[src/rtl/dmem_arbiter.sv]
// dmem_arbiter: shares one single-ported data memory between the core
// load/store port (requester 0) and the loader/debug port (requester 1).
// Round-robin grant with burst hold and a forced hand-over after
// MAX_BURST beats when the other side is waiting.
// Optional build macro DMEM_ARB_STATS_EN adds per-requester beat counters
// and a waiting-cycle counter; arbitration is identical either way.
module dmem_arbiter #(
   parameter int AW        = 8,
   parameter int DW        = 16,
   parameter int MAX_BURST = 4
) (
   input  logic          clk,
   input  logic          sys_rst,
   input  logic          req0,
   input  logic          we0,
   input  logic [AW-1:0] addr0,
   input  logic [DW-1:0] wdata0,
   input  logic          req1,
   input  logic          we1,
   input  logic [AW-1:0] addr1,
   input  logic [DW-1:0] wdata1,
   output logic          gnt0,
   output logic          gnt1,
   output logic [DW-1:0] rdata0,
   output logic [DW-1:0] rdata1,
   output logic          rvalid0,
   output logic          rvalid1,
   output logic          mem_en,
   output logic          mem_we,
   output logic [AW-1:0] mem_addr,
   output logic [DW-1:0] mem_wdata,
   input  logic [DW-1:0] mem_rdata
`ifdef DMEM_ARB_STATS_EN
   ,
   output logic [15:0]   beats0,
   output logic [15:0]   beats1,
   output logic [15:0]   wait_cyc
`endif
);

   typedef enum logic [1:0] {
      ST_IDLE = 2'd0,
      ST_G0   = 2'd1,
      ST_G1   = 2'd2
   } state_t;

   // Counter only needs to reach MAX_BURST; it saturates there.
   localparam int CW = (MAX_BURST < 1) ? 1 : $clog2(MAX_BURST + 1);
   localparam logic [CW-1:0] CNT_MAX = CW'(MAX_BURST);

   // Saturating increment of the burst counter.
   function automatic logic [CW-1:0] cnt_sat_inc(input logic [CW-1:0] v);
      if (v >= CNT_MAX) begin
         return CNT_MAX;
      end
      return v + CW'(1);
   endfunction

   state_t          state_q, state_d;
   logic [CW-1:0]   cnt_q, cnt_d;
   logic            last_q, last_d;     // 1 = requester 1 was granted last
   logic            rvalid0_q, rvalid0_d;
   logic            rvalid1_q, rvalid1_d;
   logic [DW-1:0]   rhold0_q, rhold0_d;
   logic [DW-1:0]   rhold1_q, rhold1_d;

   logic            beat0;
   logic            beat1;
   logic [CW-1:0]   cnt_inc;

   assign gnt0  = (state_q == ST_G0);
   assign gnt1  = (state_q == ST_G1);
   assign beat0 = req0 && gnt0;
   assign beat1 = req1 && gnt1;
   assign cnt_inc = cnt_sat_inc(cnt_q);

   // Memory port mux: driven from the beating requester, all zero otherwise.
   always_comb begin
      mem_en    = 1'b0;
      mem_we    = 1'b0;
      mem_addr  = '0;
      mem_wdata = '0;
      if (beat0) begin
         mem_en    = 1'b1;
         mem_we    = we0;
         mem_addr  = addr0;
         mem_wdata = wdata0;
      end else if (beat1) begin
         mem_en    = 1'b1;
         mem_we    = we1;
         mem_addr  = addr1;
         mem_wdata = wdata1;
      end
   end

   // Next-state, burst count and last-granted pointer.
   always_comb begin
      state_d = state_q;
      cnt_d   = cnt_q;
      last_d  = last_q;
      case (state_q)
         ST_IDLE: begin
            cnt_d = '0;
            if (req0 && req1) begin
               state_d = last_q ? ST_G0 : ST_G1;
            end else if (req0) begin
               state_d = ST_G0;
            end else if (req1) begin
               state_d = ST_G1;
            end
         end
         ST_G0: begin
            if (!req0) begin
               cnt_d   = '0;
               state_d = req1 ? ST_G1 : ST_IDLE;
            end else if (req1 && (cnt_inc == CNT_MAX)) begin
               cnt_d   = '0;
               state_d = ST_G1;
            end else begin
               cnt_d = cnt_inc;
            end
         end
         ST_G1: begin
            if (!req1) begin
               cnt_d   = '0;
               state_d = req0 ? ST_G0 : ST_IDLE;
            end else if (req0 && (cnt_inc == CNT_MAX)) begin
               cnt_d   = '0;
               state_d = ST_G0;
            end else begin
               cnt_d = cnt_inc;
            end
         end
         default: begin
            state_d = ST_IDLE;
            cnt_d   = '0;
         end
      endcase
      // Pointer follows every fresh entry into a grant state.
      if ((state_d == ST_G0) && (state_q != ST_G0)) begin
         last_d = 1'b0;
      end else if ((state_d == ST_G1) && (state_q != ST_G1)) begin
         last_d = 1'b1;
      end
   end

   // Read return: rvalid follows a read beat by one cycle and is tied to the
   // requester that issued the beat, even if the grant has since moved on.
   always_comb begin
      rvalid0_d = beat0 && !we0;
      rvalid1_d = beat1 && !we1;
      rhold0_d  = rvalid0_q ? mem_rdata : rhold0_q;
      rhold1_d  = rvalid1_q ? mem_rdata : rhold1_q;
   end

   // Memory data arrives in the rvalid cycle itself, so it is forwarded
   // directly then and held from the capture register afterwards.
   assign rvalid0 = rvalid0_q;
   assign rvalid1 = rvalid1_q;
   assign rdata0  = rvalid0_q ? mem_rdata : rhold0_q;
   assign rdata1  = rvalid1_q ? mem_rdata : rhold1_q;

   // Arbiter and read-return state registers.
   always_ff @(posedge clk or negedge sys_rst) begin
      if (!sys_rst) begin
         state_q   <= ST_IDLE;
         cnt_q     <= '0;
         last_q    <= 1'b1;
         rvalid0_q <= 1'b0;
         rvalid1_q <= 1'b0;
         rhold0_q  <= '0;
         rhold1_q  <= '0;
      end else begin
         state_q   <= state_d;
         cnt_q     <= cnt_d;
         last_q    <= last_d;
         rvalid0_q <= rvalid0_d;
         rvalid1_q <= rvalid1_d;
         rhold0_q  <= rhold0_d;
         rhold1_q  <= rhold1_d;
      end
   end

   // Only one beat per cycle exists, so two read returns cannot coincide.
   a_rvalid_onehot: assert property (@(posedge clk) disable iff (!sys_rst)
      !(rvalid0_q && rvalid1_q));

`ifdef DMEM_ARB_STATS_EN
   logic [15:0] beats0_q, beats0_d;
   logic [15:0] beats1_q, beats1_d;
   logic [15:0] wait_cyc_q, wait_cyc_d;

   // Saturating 16-bit increment for the waiting-cycle counter.
   function automatic logic [15:0] sat_inc16(input logic [15:0] v);
      return (v == 16'hFFFF) ? v : v + 16'd1;
   endfunction

   // Beat counters wrap; waiting counter saturates, one count per cycle.
   always_comb begin
      beats0_d   = beat0 ? beats0_q + 16'd1 : beats0_q;
      beats1_d   = beat1 ? beats1_q + 16'd1 : beats1_q;
      wait_cyc_d = wait_cyc_q;
      if ((req0 && !gnt0) || (req1 && !gnt1)) begin
         wait_cyc_d = sat_inc16(wait_cyc_q);
      end
   end

   // Statistics registers.
   always_ff @(posedge clk or negedge sys_rst) begin
      if (!sys_rst) begin
         beats0_q   <= '0;
         beats1_q   <= '0;
         wait_cyc_q <= '0;
      end else begin
         beats0_q   <= beats0_d;
         beats1_q   <= beats1_d;
         wait_cyc_q <= wait_cyc_d;
      end
   end

   assign beats0   = beats0_q;
   assign beats1   = beats1_q;
   assign wait_cyc = wait_cyc_q;
`endif

endmodule

[config.mk]
export PLATFORM = sky130hd
export DESIGN_NAME = dmem_arbiter
export DESIGN_NICKNAME = d
export VERILOG_FILES = /design/src/rtl/dmem_arbiter.sv
export SDC_FILE = /design/constraint.sdc
export NUM_CORES = 1
export LEC_CHECK = 0
export BUFFER_PORTS_ARGS = -buffer_cell sky130_fd_sc_hd__buf_2
export CAP_MARGIN = 40
export CORE_UTILIZATION = 44
export CTS_BUF_LIST = sky130_fd_sc_hd__clkbuf_4
export CTS_CLUSTER_DIAMETER = 120
export CTS_CLUSTER_SIZE = 28
export DETAILED_ROUTE_END_ITERATION = 10
export PLACE_DENSITY = 0.86
export SYNTH_ARGS = -nofsm -noshare
export SYNTH_HDL_FRONTEND = slang
export SYNTH_SLANG_ARGS = --single-unit
[constraint.sdc]
create_clock -name clk -period 2.12 [get_ports clk]
set_input_delay 0.212 -clock clk [delete_from_list [all_inputs] [get_ports clk]]
set_output_delay 0.212 -clock clk [all_outputs]
set_load 0.02 [all_outputs]
==> summary.txt <==
Job
  • Max_cap viols: 0

Routing
  • Residual DRC: 0
  • Pre-antenna DRT Iters: 4
  • Final ANT Viol Nets: 0
  • Vias per cell: 5.44
  • Routed WL: 5530 microns
  • Via count: 1963
  • Routed len/inst: 15.3 microns
  • Starting DRT DRC Count: 104

Global routing
  • Tot GR Track Use: 21.9%
  • Vias in the first global route: 1922
  • First-pass GRT wire length: 8530 microns
  • Grt ovf: 0
  • Largest net degree at the start of global routing: 40
  • Initial antenna violation count: 1

Place
  • Detailed-placement wirelength estimate: 4000 microns
  • Post-Place Cell Area: 0.00276 sq mm
  • IO Port Bufs: 131
  • Routability cong.: 0.842
  • Dpl cells: 342

Clock network
  • Max clock buf depth: 2
  • Root Buffer: clkbuf_4
  • H-tree depth: 2
  • Reg clk slew, reported paths: 0.12 ns
  • Clock Sinks: 40
  • CTS Buf Count: 5
  • CTS tree: done
  • Clock Latency Late Sink: 0.34 ns

STA
  • Final-report setup violation count: 0
  • Final worst path period need: 2.02 ns
  • Final Hold Viols: 0
  • Max-slew violations: 0
  • Clock skew: 0.0117 ns
  • Hold WS: 0.0373 ns
  • Slew @ Worst Pin: 0.486 ns
  • Slew HR: 67.3%
  • Tcrit/Tclk final: 95.4%
  • Fmax: 495 MHz

Worst hold path
  • Hold Path Class: primary input to flip-flop
  • Hold-critical path depth: 2

Final layout
  • Multi-input logic area: 973 sq um
  • Fillers: 329
  • Final #Nets: 383
  • Area Growth Syn to Fin: 48.3%
  • Non-Filler Instances: 361
  • Design Area, Final: 0.00302 sq mm
  • Flip-flop and latch area: 0.00100 sq mm
  • Layout Utilization: 68.5%
  • Layout cells sized above 1: 64.3%

Power
  • Clock share of power: 12.0%
  • Peak VDD IR: 0.549 mV
  • Logic gate share of total power: 58.6%
  • Power density over cell area: 1360 mW/mm^2
  • Leak: 1.59 nW
  • Sequential share of power: 29.4%
  • Psw: 1.71 mW
  • Int Pwr: 2.41 mW
  • Sw Ratio: 41.6%

Critical path
  • CP startpoint kind: flip-flop
  • Max stage delay cell, worst path: dfrtp_1
  • CP Cell Sequence: inv_2, ha_4, nand2_2, nor2_4, clkbuf_16, a22o_1, buf_2
  • Worst path bufs/invs: 3
  • Crit-path max cell delay: 0.44 ns
  • Crit Path Max Fanout: 6
  • Critical path class: flip-flop to primary output
  • Stages on worst setup path: 7
  • Worst setup EP type: primary output
  • CP Data Arrival Time: 1.81 ns
  • Critical path required time: 1.91 ns
  • Cells on worst reg2reg path: 6
  • Top delay family on crit path: flip-flops

Synth
  • Ys Warns: 0
  • Synth Register Bits: 40
  • Synthesized net count: 240
  • Synth top area share: 47.9%
  • Syn_area_per_cell: 12.4 sq um
  • Area contributors post-synth: dfrtp_1 (48%), mux2_2 (18%), a22o_1 (11%), ha_1 (3.7%), buf_2 (1.7%)
  • Sequential element share of the synthesized area: 49.2%
  • Distinct cells, synth: 38
  • Ys flop type: dfrtp_1
  • Most frequent cells after synthesis: dfrtp_1 (39), mux2_2 (32), a22o_1 (25), buf_2 (7), inv_1 (7)
  • Post-synth EDFFs: 0
  • Most frequent cell after synthesis: dfrtp_1
  • Share of flip-flops with an asynchronous set or reset: 100%
  • Synthesized area: 0.00204 sq mm
  • Yosys top cell by area: dfrtp_1
  • Syn Inst Count: 164

Floorplanning
  • Die H: 70.1 microns
  • Area of the die: 0.00491 sq mm
  • Row cnt: 24
  • I/O Pins: 132
  • Die X: 70.1 microns
  • Starting Density: 46.2%
  • Core region area: 0.00441 sq mm

Run status
  • Status: finished, final reports clean
-- flip-flops by register name, indices dropped and copies added, names as in the netlist --
signal,cells
cnt_q,3
rhold0_q,16
rvalid0,1
last_q,1
state_q,2
rvalid1,1
rhold1_q,16
-- area by class of cell --
type	instances	area share, %
repair buffers	148	28.9
flip-flops and latches	40	33.2
clock inverters	3	1.41
clock buffers	5	1.24
diodes	1	0.0828
multi-input cells	105	32.2
well taps	52	2.15
inverters	7	0.869
-- layout by cell type (no fill, tap or decap), types with 2 or more instances in the layout --
cell | Yosys | routed
a21o_1 | 2 | 2
a22o_1 | 25 | 25
buf_2 | 7 | 118
buf_4 | 0 | 21
buf_6 | 1 | 4
clkbuf_4 | 0 | 5
dfrtp_1 | 39 | 39
dlygate4sd3_1 | 0 | 2
ha_1 | 6 | 4
inv_1 | 7 | 5
inv_2 | 0 | 2
mux2_2 | 32 | 32
nand2_1 | 6 | 5
nand2b_1 | 2 | 2
nand3b_1 | 2 | 2
nor2_1 | 4 | 4
o21ai_0 | 3 | 3
-- layer usage --
layer / GRT usage [%] / vias to the layer above / part of all wire, %
li1: - / 900 / -
met1: 25.0 / 946 / 37
met2: 39.1 / 105 / 54
met3: 4.76 / 12 / 7.3
met4: 9.78 / 0 / 2.0
met5: 0 / - / 0
-- path summary, 6_finish.rpt --
path                        startpoint  slack [ns]           end
max                         state_q[0]         0.1   mem_addr[6]
min                                we1        0.04       rvalid1
max reg2reg                   cnt_q[0]        0.13      cnt_q[1]
min reg2reg                rhold0_q[5]        0.51   rhold0_q[5]
max in group asynchronous      sys_rst        1.49        last_q
min in group asynchronous      sys_rst        0.18  rhold0_q[12]
-- cell families after synthesis --
kind of cell	after synthesis	synth area share [%]
simple gates	24	7.12
compound gates	43	18.0
buf+inv	19	4.30
fa+ha+maj	6	3.68
mux	32	17.7
flops	40	49.2
-- per-stage QoR --
stage / TNS (ns) / total power, mW / worst slack, ns
after detailed placement: 0 / 3.44 / 0.179
after floorplan: 0 / 2.73 / 0.118
after CTS: 0 / 4.01 / 0.00757
final: 0 / 4.12 / 0.0981
after global routing: -0.00354 / 4.38 / -0.00354
after global placement: 0 / 3.38 / 0.190
-- timing repair --
| item | in CTS | in global routing |
|---|---|---|
| hold buffers | 2 | 0 |
| hold endpoints to repair | 40 | 0 |
| pin swaps | 0 | 2 |
| gates resized for setup | 6 | 25 |
| setup endpoints to repair | 25 | 25 |
| buffers inserted | 2 | 3 |
| gates cloned | 1 | 2 |
-- power groups by stage --
stage | clock [mW] | combinational [mW] | sequential [mW]
after floorplan | 0 | 1.52 | 1.21
after global placement | 0 | 2.17 | 1.21
after detailed placement | 0 | 2.21 | 1.24
after CTS | 0.515 | 2.28 | 1.21
after global routing | 0.546 | 2.58 | 1.25
final | 0.495 | 2.41 | 1.21
Note: power is estimated with default switching activity, not from simulation.
